<file path="src/rtl/uart_rx_ctrl.sv">
// rtl/uart_rx_ctrl.sv - UART receive controller: byte FIFO, receiver drain handshake, baud generator, register port
// Define RX_OVERRUN_DROP_EN to acknowledge and drop bytes arriving at a full FIFO and flag overrun.
module uart_rx_ctrl #(
  parameter int unsigned FIFO_AW   = 2,
  parameter logic [15:0] DIV_RESET = 16'd325
) (
  input  logic               clk,
  input  logic               rst,
  input  logic               iocs,
  input  logic               iorw,
  input  logic [1:0]         ioaddr,
  input  logic [7:0]         databus_in,
  output logic [7:0]         databus_out,
  input  logic [7:0]         rx_data,
  input  logic               rx_rda,
  output logic               rx_ack,
  output logic               r_enable,
  output logic [FIFO_AW:0]   fifo_count,
  output logic               overrun
);

  localparam int unsigned DEPTH = 1 << FIFO_AW;
  localparam logic [FIFO_AW:0] DEPTH_C = (FIFO_AW + 1)'(DEPTH);

  typedef enum logic [1:0] {S_IDLE, S_ACK, S_GUARD} state_e;

  state_e               state_q;
  logic [7:0]           mem_q [DEPTH];
  logic [FIFO_AW-1:0]   wr_ptr_q, rd_ptr_q;
  logic [FIFO_AW:0]     count_q, count_d;
  logic [15:0]          div_q, div_d, cnt_q, cnt_d;
  logic                 rx_ack_q, r_en_q;
  logic                 full, nonempty, pop, push, go_ack, stat_rd, div_wr, ovr;

  always_comb begin
    full     = (count_q == DEPTH_C);
    nonempty = (count_q != '0);
    pop      = iocs && iorw && (ioaddr == 2'b00) && nonempty;
    stat_rd  = iocs && iorw && (ioaddr == 2'b01);
    div_wr   = iocs && !iorw && ioaddr[1];
    // A pop in the same edge frees the slot, so a full FIFO can still accept.
    push     = (state_q == S_IDLE) && rx_rda && (!full || pop);
  end

`ifdef RX_OVERRUN_DROP_EN
  logic drop;
  logic overrun_q;

  assign drop   = (state_q == S_IDLE) && rx_rda && full && !pop;
  assign go_ack = push || drop;
  assign ovr    = overrun_q;

  always_ff @(posedge clk) begin
    if (rst) begin
      overrun_q <= 1'b0;
    end else if (drop) begin
      overrun_q <= 1'b1;
    end else if (stat_rd) begin
      overrun_q <= 1'b0;
    end
  end
`else
  assign go_ack = push;
  assign ovr    = 1'b0;
`endif

  always_comb begin
    count_d = count_q;
    if (push && !pop) begin
      count_d = count_q + (FIFO_AW + 1)'(1);
    end else if (pop && !push) begin
      count_d = count_q - (FIFO_AW + 1)'(1);
    end

    div_d = div_q;
    if (div_wr) begin
      if (ioaddr[0]) div_d[15:8] = databus_in;
      else           div_d[7:0]  = databus_in;
    end

    if (div_wr)              cnt_d = div_d;
    else if (cnt_q == 16'd0) cnt_d = div_q;
    else                     cnt_d = cnt_q - 16'd1;
  end

  always_ff @(posedge clk) begin
    if (rst) begin
      state_q  <= S_IDLE;
      rx_ack_q <= 1'b0;
      wr_ptr_q <= '0;
      rd_ptr_q <= '0;
      count_q  <= '0;
      div_q    <= DIV_RESET;
      cnt_q    <= DIV_RESET;
      r_en_q   <= 1'b0;
    end else begin
      case (state_q)
        S_IDLE: begin
          if (go_ack) begin
            state_q  <= S_ACK;
            rx_ack_q <= 1'b1;
          end
        end
        S_ACK: begin
          state_q  <= S_GUARD;
          rx_ack_q <= 1'b0;
        end
        S_GUARD: state_q <= S_IDLE;
        default: begin
          state_q  <= S_IDLE;
          rx_ack_q <= 1'b0;
        end
      endcase

      if (push) begin
        mem_q[wr_ptr_q] <= rx_data;
        wr_ptr_q        <= wr_ptr_q + FIFO_AW'(1);
      end
      if (pop) begin
        rd_ptr_q <= rd_ptr_q + FIFO_AW'(1);
      end
      count_q <= count_d;

      div_q  <= div_d;
      cnt_q  <= cnt_d;
      // r_enable mirrors counter==0, except it is held low right after a divisor reload.
      r_en_q <= !div_wr && (cnt_d == 16'd0);
    end
  end

  always_comb begin
    databus_out = 8'h00;
    if (iocs && iorw) begin
      case (ioaddr)
        2'b00:   databus_out = nonempty ? mem_q[rd_ptr_q] : 8'h00;
        2'b01:   databus_out = {5'b0, ovr, full, nonempty};
        2'b10:   databus_out = div_q[7:0];
        default: databus_out = div_q[15:8];
      endcase
    end
  end

  assign rx_ack     = rx_ack_q;
  assign r_enable   = r_en_q;
  assign fifo_count = count_q;
  assign overrun    = ovr;

endmodule
</file>
<file path="config.mk">
export PLATFORM = sky130hd
export DESIGN_NAME = uart_rx_ctrl
export DESIGN_NICKNAME = d
export VERILOG_FILES = /design/src/rtl/uart_rx_ctrl.sv
export SDC_FILE = /design/constraint.sdc
export NUM_CORES = 1
export LEC_CHECK = 0
export CORE_ASPECT_RATIO = 1.75
export CORE_UTILIZATION = 35
export DETAILED_ROUTE_END_ITERATION = 10
export GPL_TIMING_DRIVEN = 0
export MAX_ROUTING_LAYER = met4
export SETUP_SLACK_MARGIN = 0.3
export SYNTH_ARGS = -nofsm -noshare
export SYNTH_HDL_FRONTEND = slang
export SYNTH_SLANG_ARGS = --single-unit
</file>
<file path="constraint.sdc">
create_clock -name clk -period 3.7 [get_ports clk]
set_clock_uncertainty 0.1 [all_clocks]
set_input_delay 0.37 -clock clk [delete_from_list [all_inputs] [get_ports clk]]
set_output_delay 0.37 -clock clk [all_outputs]
set_load 0.02 [all_outputs]
</file>
==> flow_summary.json <==
{
  "synth_cell_type_count": 61,
  "clkSlewWorstSetupHoldPaths_ns": 0.05,
  "finalHoldViolations": 0,
  "most_used_cells_in_the_layout_excluding_fill_and_tap_cells": "sky130_fd_sc_hd__dfxtp_1 (45), sky130_fd_sc_hd__nor2_1 (41), sky130_fd_sc_hd__nand2_1 (41)",
  "post-route-util": 0.433,
  "drc": 0,
  "chipWidth_um": 79.3,
  "clockRootBuffer": "sky130_fd_sc_hd__clkbuf_16",
  "final_critical_path_setup_slack_ns": 0.533,
  "globalRouteMet2Util": 0.371,
  "globalRouteTotalUtil": 0.188,
  "post_synthesis_async_set_or_reset_flop_share": 0,
  "r2r_slack_ns": 0.53,
  "clk_latency_ns": 0.33,
  "hold_path_depth": 1,
  "period_share": 0.856,
  "timing.setup.critical_path_class": "flip-flop to flip-flop",
  "final_antenna_net_count": 0,
  "groute.layer.met1.usage": 0.164,
  "grt_start_max_net_pins": 13,
  "vias": 2723,
  "netlist_area_mm2": 0.00366,
  "port-buffer-count": 33,
  "synth_area_leaders": "sky130_fd_sc_hd__edfxtp_1 (26%), sky130_fd_sc_hd__dfxtp_1 (25%), sky130_fd_sc_hd__mux4_2 (4.9%)",
  "peakVddDrop_mv": 0.264,
  "grt_antenna_before_repair": 0,
  "placed_cells_incl_taps": 507,
  "synthCells": 347,
  "synth_ff_type": "sky130_fd_sc_hd__dfxtp_1",
  "finalWirelength_um": 9300,
  "syn-mean-instance-area_um2": 10.5,
  "rsz0062_at_grt": "no",
  "post-dp-hpwl_um": 7300,
  "status": "complete, no violations",
  "mappedNetlistNets": 378,
  "synth.yosys.seq_area_share": 0.509,
  "final_cells": 523,
  "finalSetupViolations": 0,
  "core.rowCount": 49,
  "count_of_flip_flops_with_a_built_in_enable_after_synthesis": 32,
  "hold_path_end": "state_q[1]$_SDFFE_PP0P_",
  "htree_num_levels": 3,
  "num_antenna_cells": 0,
  "whs_ns": 0.320,
  "io_pins": 37,
  "drive_above_1_share": 0.119,
  "timing_worst_slew_pin_value_ns": 0.611,
  "yosys_warnings": 0,
  "avgViaCountPerCell": 5.21,
  "cts_hold_buffers": 0,
  "preCtsSetupSlack_ns": 0.493,
  "p_per_area_mw_per_mm2": 502,
  "fillers": 988,
  "dr.pass1.iters": 4,
  "critical_path.reg2reg.startpoint": "fifo_count[0]$_SDFFE_PP0P_",
  "timing.hold.worst.class": "flip-flop to flip-flop",
  "worst-r2r-cell-count": 12,
  "core_area_mm2": 0.0102,
  "globalplace.congestion": 0.950,
  "startpoint": "fifo_count[0]$_SDFFE_PP0P_",
  "wire_per_inst_um": 17.8,
  "die_area_mm2": 0.0109,
  "period_minus_slack_ns": 3.17,
  "synth_top_area_cell": "sky130_fd_sc_hd__edfxtp_1",
  "leakagePower_nw": 1.54,
  "fp.dieH_um": 137,
  "cts_buffer_count": 9,
  "data_arrival_at_the_endpoint_of_the_critical_path_ns": 3.33,
  "cts_max_path_buffers": 2,
  "tritoncts_num_sinks": 77,
  "grt_util_met3": 0.0212,
  "timing.rr.end": "fifo_count[2]$_SDFFE_PP0P_",
  "fmax_mhz": 316,
  "first_global_vias": 2776,
  "worst_hold_startpoint": "state_q[1]$_SDFFE_PP0P_",
  "slew_headroom": 0.590,
  "grt_overflow": 0,
  "finalNetCount": 422,
  "maxSlewViolCount": 0,
  "ys_seq_elements": 77,
  "grt_first_pass_wirelength_um": 14400,
  "final.setup.tns_ns": 0,
  "area_delta_synth_final_pct": 21.2,
  "dr.first_iter.drc_count": 195,
  "startpoint_type_of_the_worst_setup_path": "flip-flop",
  "cts_resized": 0,
  "layout_commonest_cell": "sky130_fd_sc_hd__dfxtp_1",
  "crit_required_ns": 3.86,
  "synthDominantCellAreaShare": 0.263,
  "post-cts-setup-buffer-count": 0,
  "end_kind": "flip-flop",
  "critical_path.max_fanout": 8,
  "timing.max_cap.violations": 0,
  "global_route_hottest_layer": "met2",
  "tritoncts": "done",
  "floorplan.initialDensity": 0.357
}
==> state kept, by name, summed over array words and instances (netlist names), named ones only <==
register / cells
rd_ptr_q: 2
mem_q: 32
wr_ptr_q: 2
r_enable: 1
rx_ack: 1
fifo_count: 3
state_q: 2
div_q: 16
cnt_q: 16
==> logic make-up after synthesis <==
group	synth area share
buffers and inverters	0.0349
flip-flops	0.509
AO/OA/AOI/OAI	0.107
multiplexers	0.0732
other	0.00102
adder cells (fa/ha/maj)	0.0294
XOR/XNOR	0.0383
AND/OR/NAND/NOR	0.207
==> through the flow <==
step           instance area [um2]  power [mW]
2_1_floorplan                 3660        1.25
3_5_place_dp                  4150        1.40
4_1_cts                       4430        2.24
3_3_place_gp                  4150        1.39
6_report                      4430        2.22
5_1_grt                       4430        2.31
==> layout make-up <==
cell class / count / area, um2 / area share
Multi-Input combinational cell: 242 / 1670 / 0.377
Clock buffer: 11 / 233 / 0.0525
Tap cell: 127 / 159 / 0.0358
Sequential cell: 77 / 1860 / 0.420
Timing Repair Buffer: 33 / 330 / 0.0745
Buffer: 18 / 91.3 / 0.0206
Inverter: 10 / 37.5 / 0.00847
Clock inverter: 5 / 51.3 / 0.0116
==> power breakdown <==
part,switching [mW],internal [mW],leakage (nW)
clock,0.328,0.518,0.137
combinational,0.216,0.171,0.742
sequential,0.0475,0.944,0.657
==> per-layer routing <==
metal  routed length (um)  up-vias  share of wire
met3                  246       20          0.026
met1                 3140     1300           0.34
met4                  336        0          0.036
li1                     -     1336              -
met2                 5570       67           0.60
met5                    0        -              0
==> worst max-delay path, stage by stage, from the launching register on <==
cell	delay (ns)
sky130_fd_sc_hd__dfxtp_1	0.44
sky130_fd_sc_hd__nor3_1	0.14
sky130_fd_sc_hd__nor3_2	0.46
sky130_fd_sc_hd__nand3_1	0.25
sky130_fd_sc_hd__nand3_1	0.15
sky130_fd_sc_hd__nand3_1	0.21
sky130_fd_sc_hd__inv_1	0.11
sky130_fd_sc_hd__ha_1	0.18
sky130_fd_sc_hd__inv_1	0.06
sky130_fd_sc_hd__fa_1	0.37
sky130_fd_sc_hd__xor2_1	0.16
sky130_fd_sc_hd__or3_1	0.31
sky130_fd_sc_hd__a21oi_1	0.14
==> how the worst max path moves through the flow <==
stage / endpoint / slack, ns / cells after the start
2_1_floorplan: fifo_count[2]$_SDFFE_PP0P_ / 0.89 / 12
3_3_place_gp: fifo_count[2]$_SDFFE_PP0P_ / 0.57 / 12
3_5_place_dp: fifo_count[2]$_SDFFE_PP0P_ / 0.49 / 12
4_1_cts: databus_out[1] / 0.43 / 6
5_1_grt: fifo_count[2]$_SDFFE_PP0P_ / 0.32 / 12
6_report: fifo_count[2]$_SDFFE_PP0P_ / 0.53 / 12
==> cell usage after synthesis (3+ instances only) <==
library cell,n
sky130_fd_sc_hd__a21o_1,3
sky130_fd_sc_hd__a21oi_1,17
sky130_fd_sc_hd__a22oi_1,6
sky130_fd_sc_hd__and2_1,5
sky130_fd_sc_hd__buf_2,3
sky130_fd_sc_hd__clkbuf_1,11
sky130_fd_sc_hd__dfxtp_1,45
sky130_fd_sc_hd__edfxtp_1,32
sky130_fd_sc_hd__ha_1,7
sky130_fd_sc_hd__inv_1,10
sky130_fd_sc_hd__mux2_2,6
sky130_fd_sc_hd__mux4_2,8
sky130_fd_sc_hd__nand2_1,41
sky130_fd_sc_hd__nand2b_1,7
sky130_fd_sc_hd__nand3_1,6
sky130_fd_sc_hd__nand4_1,6
sky130_fd_sc_hd__nor2_1,41
sky130_fd_sc_hd__nor2b_1,4
sky130_fd_sc_hd__nor3_1,9
sky130_fd_sc_hd__o21ai_0,8
sky130_fd_sc_hd__o221ai_1,5
sky130_fd_sc_hd__xnor2_1,8
sky130_fd_sc_hd__xor2_1,8
Power figures use the tool's default switching activity.
==> RTL change, RTL diff (config.mk and constraints unchanged) <==
The parameter `FIFO_AW` goes from 2 to 3.
--- a/src/rtl/uart_rx_ctrl.sv
+++ b/src/rtl/uart_rx_ctrl.sv
@@ -3,3 +3,3 @@
 module uart_rx_ctrl #(
-  parameter int unsigned FIFO_AW   = 2,
+  parameter int unsigned FIFO_AW   = 3,
   parameter logic [15:0] DIV_RESET = 16'd325
Interface: changed (resized fifo_count); port bits go from 37 to 38. No check against the original RTL was run, so the function may have changed too.
==> RTL change against the unedited design <==
Sequential power grew 49%; power grew 72%; largest cell class unchanged; core utilization grew 2.2 points; wire length grew 39%; critical path type is now reg -> out; setup slack lost 0.11 ns; critical endpoint is now databus_out[3]; final area grew 44%; area after synthesis grew 38%; sequential cell count grew 36; sequential share of layout area grew 3.6 points.
==> RTL change: results (changes against the unedited design) <==
GRT_UTIL_MET2_PCT=35.5  # -1.7 points
CP-ENDPOINT='databus_out[3]'
ROUTE.DETAILED.WL_PER_INST_UM=19.6  # +10%
CP_TOP_FAMILY='buffers and inverters'
LEADING_POST_SYNTHESIS_CELLS_BY_CELL_AREA='sky130_fd_sc_hd__edfxtp_1, sky130_fd_sc_hd__dfxtp_1, sky130_fd_sc_hd__mux4_2, sky130_fd_sc_hd__nor2_1, sky130_fd_sc_hd__nand2_1'
LEAKAGE_nW=2.23  # +46%
DP_SLACK_NS=0.00313  # -0.490 ns
YOSYS_CELL_TYPES=60  # -1.6%
DRT_ITER0_MARKERS=205  # +5.1%
SYN_NETS=438  # +16%
GLOBAL_ROUTE.USAGE.MET3_PCT=3.79  # +1.7 points
WORSTREG2REGEND='fifo_count[3]$_SDFFE_PP0P_'
HTREE_NUM_LEVELS=4  # +1
WORSTREGTOREGCELLS=13  # +1
GRT_PASS1_WL_UM=19900  # +38%
CRIT_SLOWEST_CELL='sky130_fd_sc_hd__clkdlybuf4s50_1'
CLOCK_BUFFER_COUNT_FROM_CTS=17  # +8
PLACE_CONGESTION=0.937  # -1.4%
GRT_PASS1_VIAS=3608  # +30%
WORSTMARGINPINSLEW_NS=0.966  # +0.355 ns
IR_DROP_uV=429  # +63%
CRITPATHARRIVALTIME_NS=2.81  # -0.52 ns
SYNTH_ENABLE_FLOP_CELLS=64  # +100%
DESIGN.FINAL.NETS=499  # +18%
POST_ROUTE_CELLS_DRIVE_ABOVE_1_SHARE_PCT=21.0  # +9.1 points
AVGVIACOUNTPERCELL=5.29  # +1.5%
STATUS='complete, no violations'
SYNTH.CELLS.MOST_FREQUENT='sky130_fd_sc_hd__edfxtp_1, sky130_fd_sc_hd__dfxtp_1, sky130_fd_sc_hd__nor2_1'
TIMING_WORST_SETUP_PATH_TYPE='reg -> out'
FILLERS=1296  # +31%
CRITICAL_PATH.MAX_STAGE_DELAY_NS=0.56  # +0.10 ns
SYNTHFLOPTYPE='sky130_fd_sc_hd__edfxtp_1'
REGISTER_AREA_SHARE_AFTER_SYNTHESIS_PCT=57.6  # +6.7 points
REG_TOP3='mem_q (64), cnt_q (16), div_q (16)'
[RTL change: cell types whose count changed in the layout (fill, tap and decap cells not counted), sizes merged, moves of 5 or more]
cell    before  now
edfxtp      32   64
clkbuf      22   35
mux4         8   16
a21oi       19   26
mux2         6   13
buf          7   13
inv         10    5
nor2        41   46
[RTL change: cell type report]
| class | count | area (um^2) | area share, % |
|---|---|---|---|
| timing repair buffer | 42 | 410 | 6.45 |
| inverter | 4 | 15.0 | 0.236 |
| clock inverter | 9 | 121 | 1.91 |
| multi-input combinational | 271 | 2060 | 32.4 |
| sequential | 113 | 2900 | 45.6 |
| buffer | 19 | 114 | 1.79 |
| tap | 177 | 221 | 3.48 |
| clock buffer | 23 | 520 | 8.17 |
[RTL change: cells by family after synthesis]
logic type	count (synthesis)	share of synthesized area, %
buffers and inverters	23	2.33
other	1	0.0744
AOI/OAI and AO/OA	65	8.54
adders and majority gates	8	2.13
muxes	35	11.2
DFF	113	57.6
and+or+nand+nor	147	15.5
xor gates and xnor gates	15	2.61
[RTL change: routing by layer]
metal	part of all wire [%]	up-vias
met4	2.9	0
met2	58	93
met3	3.2	25
met1	36	1708
met5	0	-
li1	-	1652
[RTL change: metrics by stage]
step	cells	cell area, um^2	TNS (ns)	hold slack, ns
floorplan	407	5040	0	0.299
global placement	620	5620	-26.98	0.305
detailed placement	624	5690	0	0.326
CTS	656	6340	0	0.341
global route	658	6370	0	0.378
finish	658	6370	0	0.335
[RTL change: timing repair]
item                                    4_1_cts  5_1_grt
gates resized for setup                       5        3
pin swaps                                     0        1
setup buffers                                 0        2
hold endpoints to repair                      0        0
endpoints found under the setup margin        8        8
[RTL change: power breakdown]
group,leakage (nW),switching (W),internal (W)
Combinational,0.935,0.000329,0.000286
Sequential,0.977,0.0000772,0.00140
Clock,0.323,0.000540,0.00119
